`config.mk`:
```
export PLATFORM = sky130hd
export DESIGN_NAME = spi_flash_responder
export DESIGN_NICKNAME = d
export VERILOG_FILES = /design/src/rtl/spi_flash_responder.sv
export SDC_FILE = /design/constraint.sdc
export NUM_CORES = 1
export LEC_CHECK = 0
export CAP_MARGIN = 40
export CORE_AREA = 2 2 112 114
export DETAILED_ROUTE_END_ITERATION = 8
export DIE_AREA = 0 0 114 116
export GPL_TIMING_DRIVEN = 0
export HOLD_SLACK_MARGIN = 0.05
export MAX_ROUTING_LAYER = met4
export PLACE_DENSITY = 0.62
export SYNTH_ARGS = -nofsm -noshare
export SYNTH_HDL_FRONTEND = slang
export SYNTH_SLANG_ARGS = --single-unit
```
`constraint.sdc`:
```
create_clock -name clk_gen -period 4.3 [get_ports clk_gen]
set_clock_uncertainty 0.05 [all_clocks]
set_input_delay 0.645 -clock clk_gen [delete_from_list [all_inputs] [get_ports clk_gen]]
set_output_delay 0.645 -clock clk_gen [all_outputs]
set_load 0.02 [all_outputs]
```
`src/rtl/spi_flash_responder.sv`:
```
// -----------------------------------------------------------------------------
// spi_flash_responder
//
// Emulates a single-lane SPI NOR flash target in the fabric. It answers READ
// (0x03), READ STATUS (0x05) and JEDEC ID (0x9F). READ data comes from a
// byte-wide synchronous memory port. clk_gen oversamples csb, sck and mosi, so
// the block has no SPI clock domain. clk_gen must run at least 8x the sck rate.
//
// Ports
//   clk_gen        system clock (>= 8x sck)
//   rst_n          asynchronous active-low reset
//   spi_csb_i      chip select from the master, active-low
//   spi_sck_i      SPI clock, mode 0
//   spi_mosi_i     serial data from the master (sd0)
//   spi_miso_o     serial data to the master (sd1)
//   spi_miso_oe_o  MISO pad drive enable
//   mem_req_o      one-cycle read strobe to the backing memory
//   mem_addr_o     byte address presented with mem_req_o
//   mem_rdata_i    read data, valid one cycle after mem_req_o
//   busy_o         high while the synchronised csb is low
//   read_cnt_o     count of completed READ transactions (wraps)
//
// ADDR_W must lie in 8..24. The address shifter keeps only the low ADDR_W
// bits of the 24-bit flash address, which also gives the truncation.
// -----------------------------------------------------------------------------
module spi_flash_responder #(
  parameter int          ADDR_W     = 16,
  parameter logic [7:0]  STATUS_VAL = 8'h00,
  parameter logic [23:0] JEDEC_ID   = 24'hEF4018
) (
  input  logic              clk_gen,
  input  logic              rst_n,
  input  logic              spi_csb_i,
  input  logic              spi_sck_i,
  input  logic              spi_mosi_i,
  output logic              spi_miso_o,
  output logic              spi_miso_oe_o,
  output logic              mem_req_o,
  output logic [ADDR_W-1:0] mem_addr_o,
  input  logic [7:0]        mem_rdata_i,
  output logic              busy_o,
  output logic [15:0]       read_cnt_o
);

  typedef enum logic [2:0] {
    S_IDLE,
    S_CMD,
    S_ADDR,
    S_DATA,
    S_STATUS,
    S_ID,
    S_IGNORE
  } state_e;

  localparam logic [7:0] CMD_READ   = 8'h03;
  localparam logic [7:0] CMD_STATUS = 8'h05;
  localparam logic [7:0] CMD_ID     = 8'h9F;

  // ---------------------------------------------------------------------------
  // Input synchronisers and edge detection
  // ---------------------------------------------------------------------------
  logic csb_meta_q, csb_sync_q, csb_prev_q;
  logic sck_meta_q, sck_sync_q, sck_prev_q;
  logic mosi_meta_q, mosi_sync_q;

  // NOTE: sequential state uses non-blocking assignments only. Every flop then
  // samples the pre-edge values, and the synchroniser chain shifts by exactly
  // one stage per clock instead of collapsing into a single flop.
  always_ff @(posedge clk_gen or negedge rst_n) begin
    if (!rst_n) begin
      // csb resets to deasserted, so a fresh falling edge is needed after reset.
      csb_meta_q  <= 1'b1;
      csb_sync_q  <= 1'b1;
      csb_prev_q  <= 1'b1;
      sck_meta_q  <= 1'b0;
      sck_sync_q  <= 1'b0;
      sck_prev_q  <= 1'b0;
      mosi_meta_q <= 1'b0;
      mosi_sync_q <= 1'b0;
    end else begin
      csb_meta_q  <= spi_csb_i;
      csb_sync_q  <= csb_meta_q;
      csb_prev_q  <= csb_sync_q;
      sck_meta_q  <= spi_sck_i;
      sck_sync_q  <= sck_meta_q;
      sck_prev_q  <= sck_sync_q;
      mosi_meta_q <= spi_mosi_i;
      mosi_sync_q <= mosi_meta_q;
    end
  end

  logic rise, fall, cs_end;
  assign rise   =  sck_sync_q & ~sck_prev_q;
  assign fall   = ~sck_sync_q &  sck_prev_q;
  assign cs_end =  csb_sync_q & ~csb_prev_q;

  // ---------------------------------------------------------------------------
  // Protocol state
  // ---------------------------------------------------------------------------
  state_e              state_q,     state_d;
  logic [2:0]          bit_cnt_q,   bit_cnt_d;
  logic [ADDR_W-2:0]   in_sh_q,     in_sh_d;
  logic [1:0]          byte_idx_q,  byte_idx_d;
  logic [ADDR_W-1:0]   addr_q,      addr_d;
  logic                mem_req_q,   mem_req_d;
  logic                pend_load_q, pend_load_d;
  logic [7:0]          pend_q,      pend_d;
  logic [7:0]          shift_q,     shift_d;
  logic                oe_q,        oe_d;
  logic [15:0]         read_cnt_q,  read_cnt_d;
  logic                busy_q,      busy_d;

  // The received word includes the bit sampled on the current rise, so a
  // completed byte or address is available in the same cycle it finishes.
  logic [ADDR_W-1:0] rx_word;
  logic [7:0]        rx_byte;
  logic              byte_done;
  logic              tx_state;
  logic [7:0]        load_byte;

  assign rx_word   = {in_sh_q, mosi_sync_q};
  assign rx_byte   = rx_word[7:0];
  assign byte_done = rise && (bit_cnt_q == 3'd7);
  assign tx_state  = (state_q == S_DATA) || (state_q == S_STATUS) ||
                     (state_q == S_ID);

  // Byte placed on MISO at each byte boundary of a transmitting state.
  always_comb begin
    load_byte = 8'h00;
    unique case (state_q)
      S_DATA:   load_byte = pend_q;
      S_STATUS: load_byte = STATUS_VAL;
      S_ID: begin
        unique case (byte_idx_q)
          2'd0:    load_byte = JEDEC_ID[23:16];
          2'd1:    load_byte = JEDEC_ID[15:8];
          2'd2:    load_byte = JEDEC_ID[7:0];
          default: load_byte = 8'h00;
        endcase
      end
      default:  load_byte = 8'h00;
    endcase
  end

  // NOTE: every signal written here gets its default at the top of the block.
  // Then no path leaves a variable unassigned, and no latch is inferred.
  always_comb begin
    state_d     = state_q;
    bit_cnt_d   = bit_cnt_q;
    in_sh_d     = in_sh_q;
    byte_idx_d  = byte_idx_q;
    addr_d      = addr_q;
    mem_req_d   = 1'b0;
    pend_load_d = mem_req_q;
    pend_d      = pend_load_q ? mem_rdata_i : pend_q;
    shift_d     = shift_q;
    oe_d        = oe_q;
    read_cnt_d  = read_cnt_q;
    busy_d      = ~csb_sync_q;

    if (cs_end) begin
      // The end of a transaction overrides any edge in the same cycle. A
      // partial byte, command or address is dropped here.
      state_d     = S_IDLE;
      bit_cnt_d   = 3'd0;
      oe_d        = 1'b0;
      mem_req_d   = 1'b0;
      pend_load_d = 1'b0;
      if (state_q == S_DATA) begin
        read_cnt_d = read_cnt_q + 16'd1;
      end
    end else begin
      if ((state_q != S_IDLE) && rise) begin
        bit_cnt_d = bit_cnt_q + 3'd1;
        in_sh_d   = rx_word[ADDR_W-2:0];
      end

      unique case (state_q)
        S_IDLE: begin
          bit_cnt_d = 3'd0;
          oe_d      = 1'b0;
          if (!csb_sync_q) begin
            state_d = S_CMD;
          end
        end

        S_CMD: begin
          if (byte_done) begin
            byte_idx_d = 2'd0;
            unique case (rx_byte)
              CMD_READ:   state_d = S_ADDR;
              CMD_STATUS: state_d = S_STATUS;
              CMD_ID:     state_d = S_ID;
              default:    state_d = S_IGNORE;
            endcase
          end
        end

        S_ADDR: begin
          if (byte_done) begin
            if (byte_idx_q == 2'd2) begin
              addr_d    = rx_word;
              mem_req_d = 1'b1;
              state_d   = S_DATA;
            end else begin
              byte_idx_d = byte_idx_q + 2'd1;
            end
          end
        end

        S_DATA: begin
          // Fetch the next byte as soon as the master has clocked in the
          // current one. That leaves half an sck period before the data is
          // needed.
          if (byte_done) begin
            addr_d    = addr_q + ADDR_W'(1);
            mem_req_d = 1'b1;
          end
        end

        default: ;
      endcase

      // MISO changes on the falling edge. A fall at bit 0 starts a new byte.
      if (tx_state && fall) begin
        oe_d = 1'b1;
        if (bit_cnt_q == 3'd0) begin
          shift_d = load_byte;
          if ((state_q == S_ID) && (byte_idx_q != 2'd3)) begin
            byte_idx_d = byte_idx_q + 2'd1;
          end
        end else begin
          shift_d = {shift_q[6:0], 1'b0};
        end
      end
    end
  end

  // NOTE: all control and datapath flops reset asynchronously. These are
  // individual registers, not a RAM array, so each one can be reset.
  always_ff @(posedge clk_gen or negedge rst_n) begin
    if (!rst_n) begin
      state_q     <= S_IDLE;
      bit_cnt_q   <= 3'd0;
      in_sh_q     <= '0;
      byte_idx_q  <= 2'd0;
      addr_q      <= '0;
      mem_req_q   <= 1'b0;
      pend_load_q <= 1'b0;
      pend_q      <= 8'h00;
      shift_q     <= 8'h00;
      oe_q        <= 1'b0;
      read_cnt_q  <= 16'd0;
      busy_q      <= 1'b0;
    end else begin
      state_q     <= state_d;
      bit_cnt_q   <= bit_cnt_d;
      in_sh_q     <= in_sh_d;
      byte_idx_q  <= byte_idx_d;
      addr_q      <= addr_d;
      mem_req_q   <= mem_req_d;
      pend_load_q <= pend_load_d;
      pend_q      <= pend_d;
      shift_q     <= shift_d;
      oe_q        <= oe_d;
      read_cnt_q  <= read_cnt_d;
      busy_q      <= busy_d;
    end
  end

  assign spi_miso_o    = oe_q & shift_q[7];
  assign spi_miso_oe_o = oe_q;
  assign mem_req_o     = mem_req_q;
  assign mem_addr_o    = addr_q;
  assign busy_o        = busy_q;
  assign read_cnt_o    = read_cnt_q;

endmodule
```
==> flow_summary.yaml <==
worst_setup_path:
  path_buf_inv: 1
  cp_slowest_stage_delay_ns: 0.67
  critPathLaunchType: "flop"
  cp_slowest_cell: "clkdlybuf4s50_1"
  crit_fanout: 7
  critical-path-top-delay-family: "buffers and inverters"
  crit_chain: "clkdlybuf4s50_1"
  worst-setup-path-type: "reg -> out"
  cp.required_ns: 3.61
  arrival_ns: 1.51
  crit_path_end_kind: "output port"
synthesis:
  synth_seq_cells: 83
  synth-main-ff-cell: "dfrtp_1"
  synth_seq_area_share_pct: 50.32
  synthArstFlopShare_pct: 100.0
  syn_area_sq_um: 4135
  synth_nets: 390
  syn-instance-count: 367
  netlist_top_cells_area: "dfrtp_1 48%, mux2_2 3.8%, mux2_4 3.6%"
  synth_edf_count: 0
  synth_top_cell_area_share_pct: 48.41
  synth_commonest_cells: "80 x dfrtp_1, 39 x nand2_1, 33 x nor2_1, 23 x a21oi_1, 15 x nand3_1"
  synth.avg_cell_area_sq_um: 11.27
  yosysMostFrequentCell: "dfrtp_1"
  synth_cell_types: 65
  synth_warnings: 0
  synth_top_area_cell: "dfrtp_1"
die:
  start_util_pct: 34.72
  rows: 40
  die_w_microns: 114
  die_h_microns: 116
  die-area_sq_um: 13220
  io_pins: 49
  core_area_sq_um: 11910
status:
  status: "completed"
timing:
  post-route-min-period_ns: 2.208
  fmax_mhz: 453.0
  slew_headroom_pct: 58.91
  worstMarginPinSlew_ns: 0.6163
  rsz0062_at_grt: "no"
  hold_slack_ns: 0.2597
  tns_ns: 0
  finalHoldViolCount: 0
  period_share_pct: 51.34
  setup_ws_ns: 2.092
  report.final.slew_viol_count: 0
  finalSetupViolations: 0
route:
  drt_iter0_markers: 182
  drc_errors: 0
  num_vias: 2967
  detail-route-antenna-nets: 0
  vias_per_cell: 5.124
  wl_per_cell_microns: 15.73
  wl_microns: 9106
  firstDrtPassIters: 6
power_and_ir_drop:
  p_leak_nw: 2.236
  power_density_nw_per_um2: 357.4
  ir_worst_vdd_v: 0.0001697
placement:
  hpwl_microns: 6340
  place_inst: 563
  post-place-ws_ns: 2.190
  numPortBuffers: 48
  gp_congestion: 0.8261
  post_dp_cell_area_sq_um: 4817
cts:
  clockBufferDepth: 2
  htree_levels: 3
  cts.sinks: 83
  cts_resized: 0
  post_cts_buffers: 0
  path_clk_slew_ns: 0.06
  cts_tree: "done"
  holdBufCountCts: 0
  numCtsBuffers: 9
  clock_latency_ns: 0.35
  ctsRootBufferMaster: "clkbuf_16"
global_routing:
  overflow: 0
  grt_max_degree: 48
  grt_pass1_vias: 2968
  antenna_found_initial: 0
  grt_pass1_wl_microns: 15100
  grt_use_total_pct: 15.06
cells_and_area:
  drive_gt1_share_pct: 17.36
  nFillCells: 1122
  stdcell_area_sq_um: 5114
  stdcell_count: 579
  regArea_sq_um: 2081
  multiInputGateArea_sq_um: 1868
  antenna_cells: 0
  nets: 450
  syn_to_final_growth_pct: 23.66
min_path:
  min_path_type: "in -> async"
job:
  cap_viol_max_count: 0
## power breakdown
group | total, mW | switching, mW | internal [mW] | leakage [nW]
Clock | 0.779 | 0.314 | 0.465 | 0.139
Sequential | 0.878 | 0.0542 | 0.824 | 1.12
Combinational | 0.170 | 0.0740 | 0.0960 | 0.976
## placed cells by master (no fill, tap or decap), types with 13 or more instances in the layout
cell,count
mux2_2,14
clkdlybuf4s50_1,47
xnor2_1,13
nor2_1,33
dfrtp_1,80
nand2_1,39
nand3_1,15
a21oi_1,23
## through the flow
stage	util (%)	total power, mW
3_5_place_dp	40.44	1.061
6_report	42.93	1.827
2_1_floorplan	-	0.9958
5_1_grt	42.93	1.909
3_3_place_gp	40.29	1.054
4_1_cts	42.93	1.848
## cell type report
type / instances / share of cell area (%)
buffer: 16 / 2.838
clock buffer: 12 / 4.820
clock inverter: 4 / 0.9787
inverter: 11 / 0.8074
multi-input combinational: 257 / 36.53
sequential: 83 / 40.69
tap: 147 / 3.597
timing repair buffer: 49 / 9.738
## layer usage
| layer | GRT usage [%] | wire (microns) |
|---|---|---|
| met4 | 5.366 | 150 |
| met2 | 22.82 | 4223 |
| met5 | - | 0 |
| met1 | 19.76 | 4263 |
| met3 | 3.661 | 468 |
## cells by family (layout without fill, tap and decap cells)
kind of cell               after synthesis  in the layout  synth area share (%)
and+or+nand+nor                        127            127                 17.28
DFF                                     83             83                 50.32
AOI/OAI and AO/OA                       79             79                 13.80
buffers and inverters                   27             92                 4.508
muxes                                   25             25                 7.685
xor gates and xnor gates                16             16                 3.389
adders and majority gates               10             10                 3.026
## registers in the layout, summed over array words and instances (netlist names), 2 cells and up
name / count
shift_q: 8
bit_cnt_q: 3
read_cnt_o: 16
byte_idx_q: 2
state_q: 3
mem_addr_o: 16
in_sh_q: 15
pend_q: 8
## path summary, 6_finish.rpt
check / start / slack [ns] / to / cells past startpoint
worst max-delay path: mem_addr_o[5]$_DFFE_PN0P_ / 2.09 / mem_addr_o[5] / 1
worst min-delay path: rst_n / 0.26 / spi_miso_oe_o$_DFFE_PN0P_ / 1
worst max register to register: csb_prev_q$_DFF_PN1_ / 2.18 / in_sh_q[14]$_DFFE_PN0P_ / 6
worst min register to register: sck_meta_q$_DFF_PN0_ / 0.30 / sck_sync_q$_DFF_PN0_ / 0
max in group asynchronous: rst_n / 3.26 / csb_meta_q$_DFF_PN1_ / 2
min in group clk_gen: sck_meta_q$_DFF_PN0_ / 0.30 / sck_sync_q$_DFF_PN0_ / 0
Note: power is estimated with default switching activity, not from simulation.
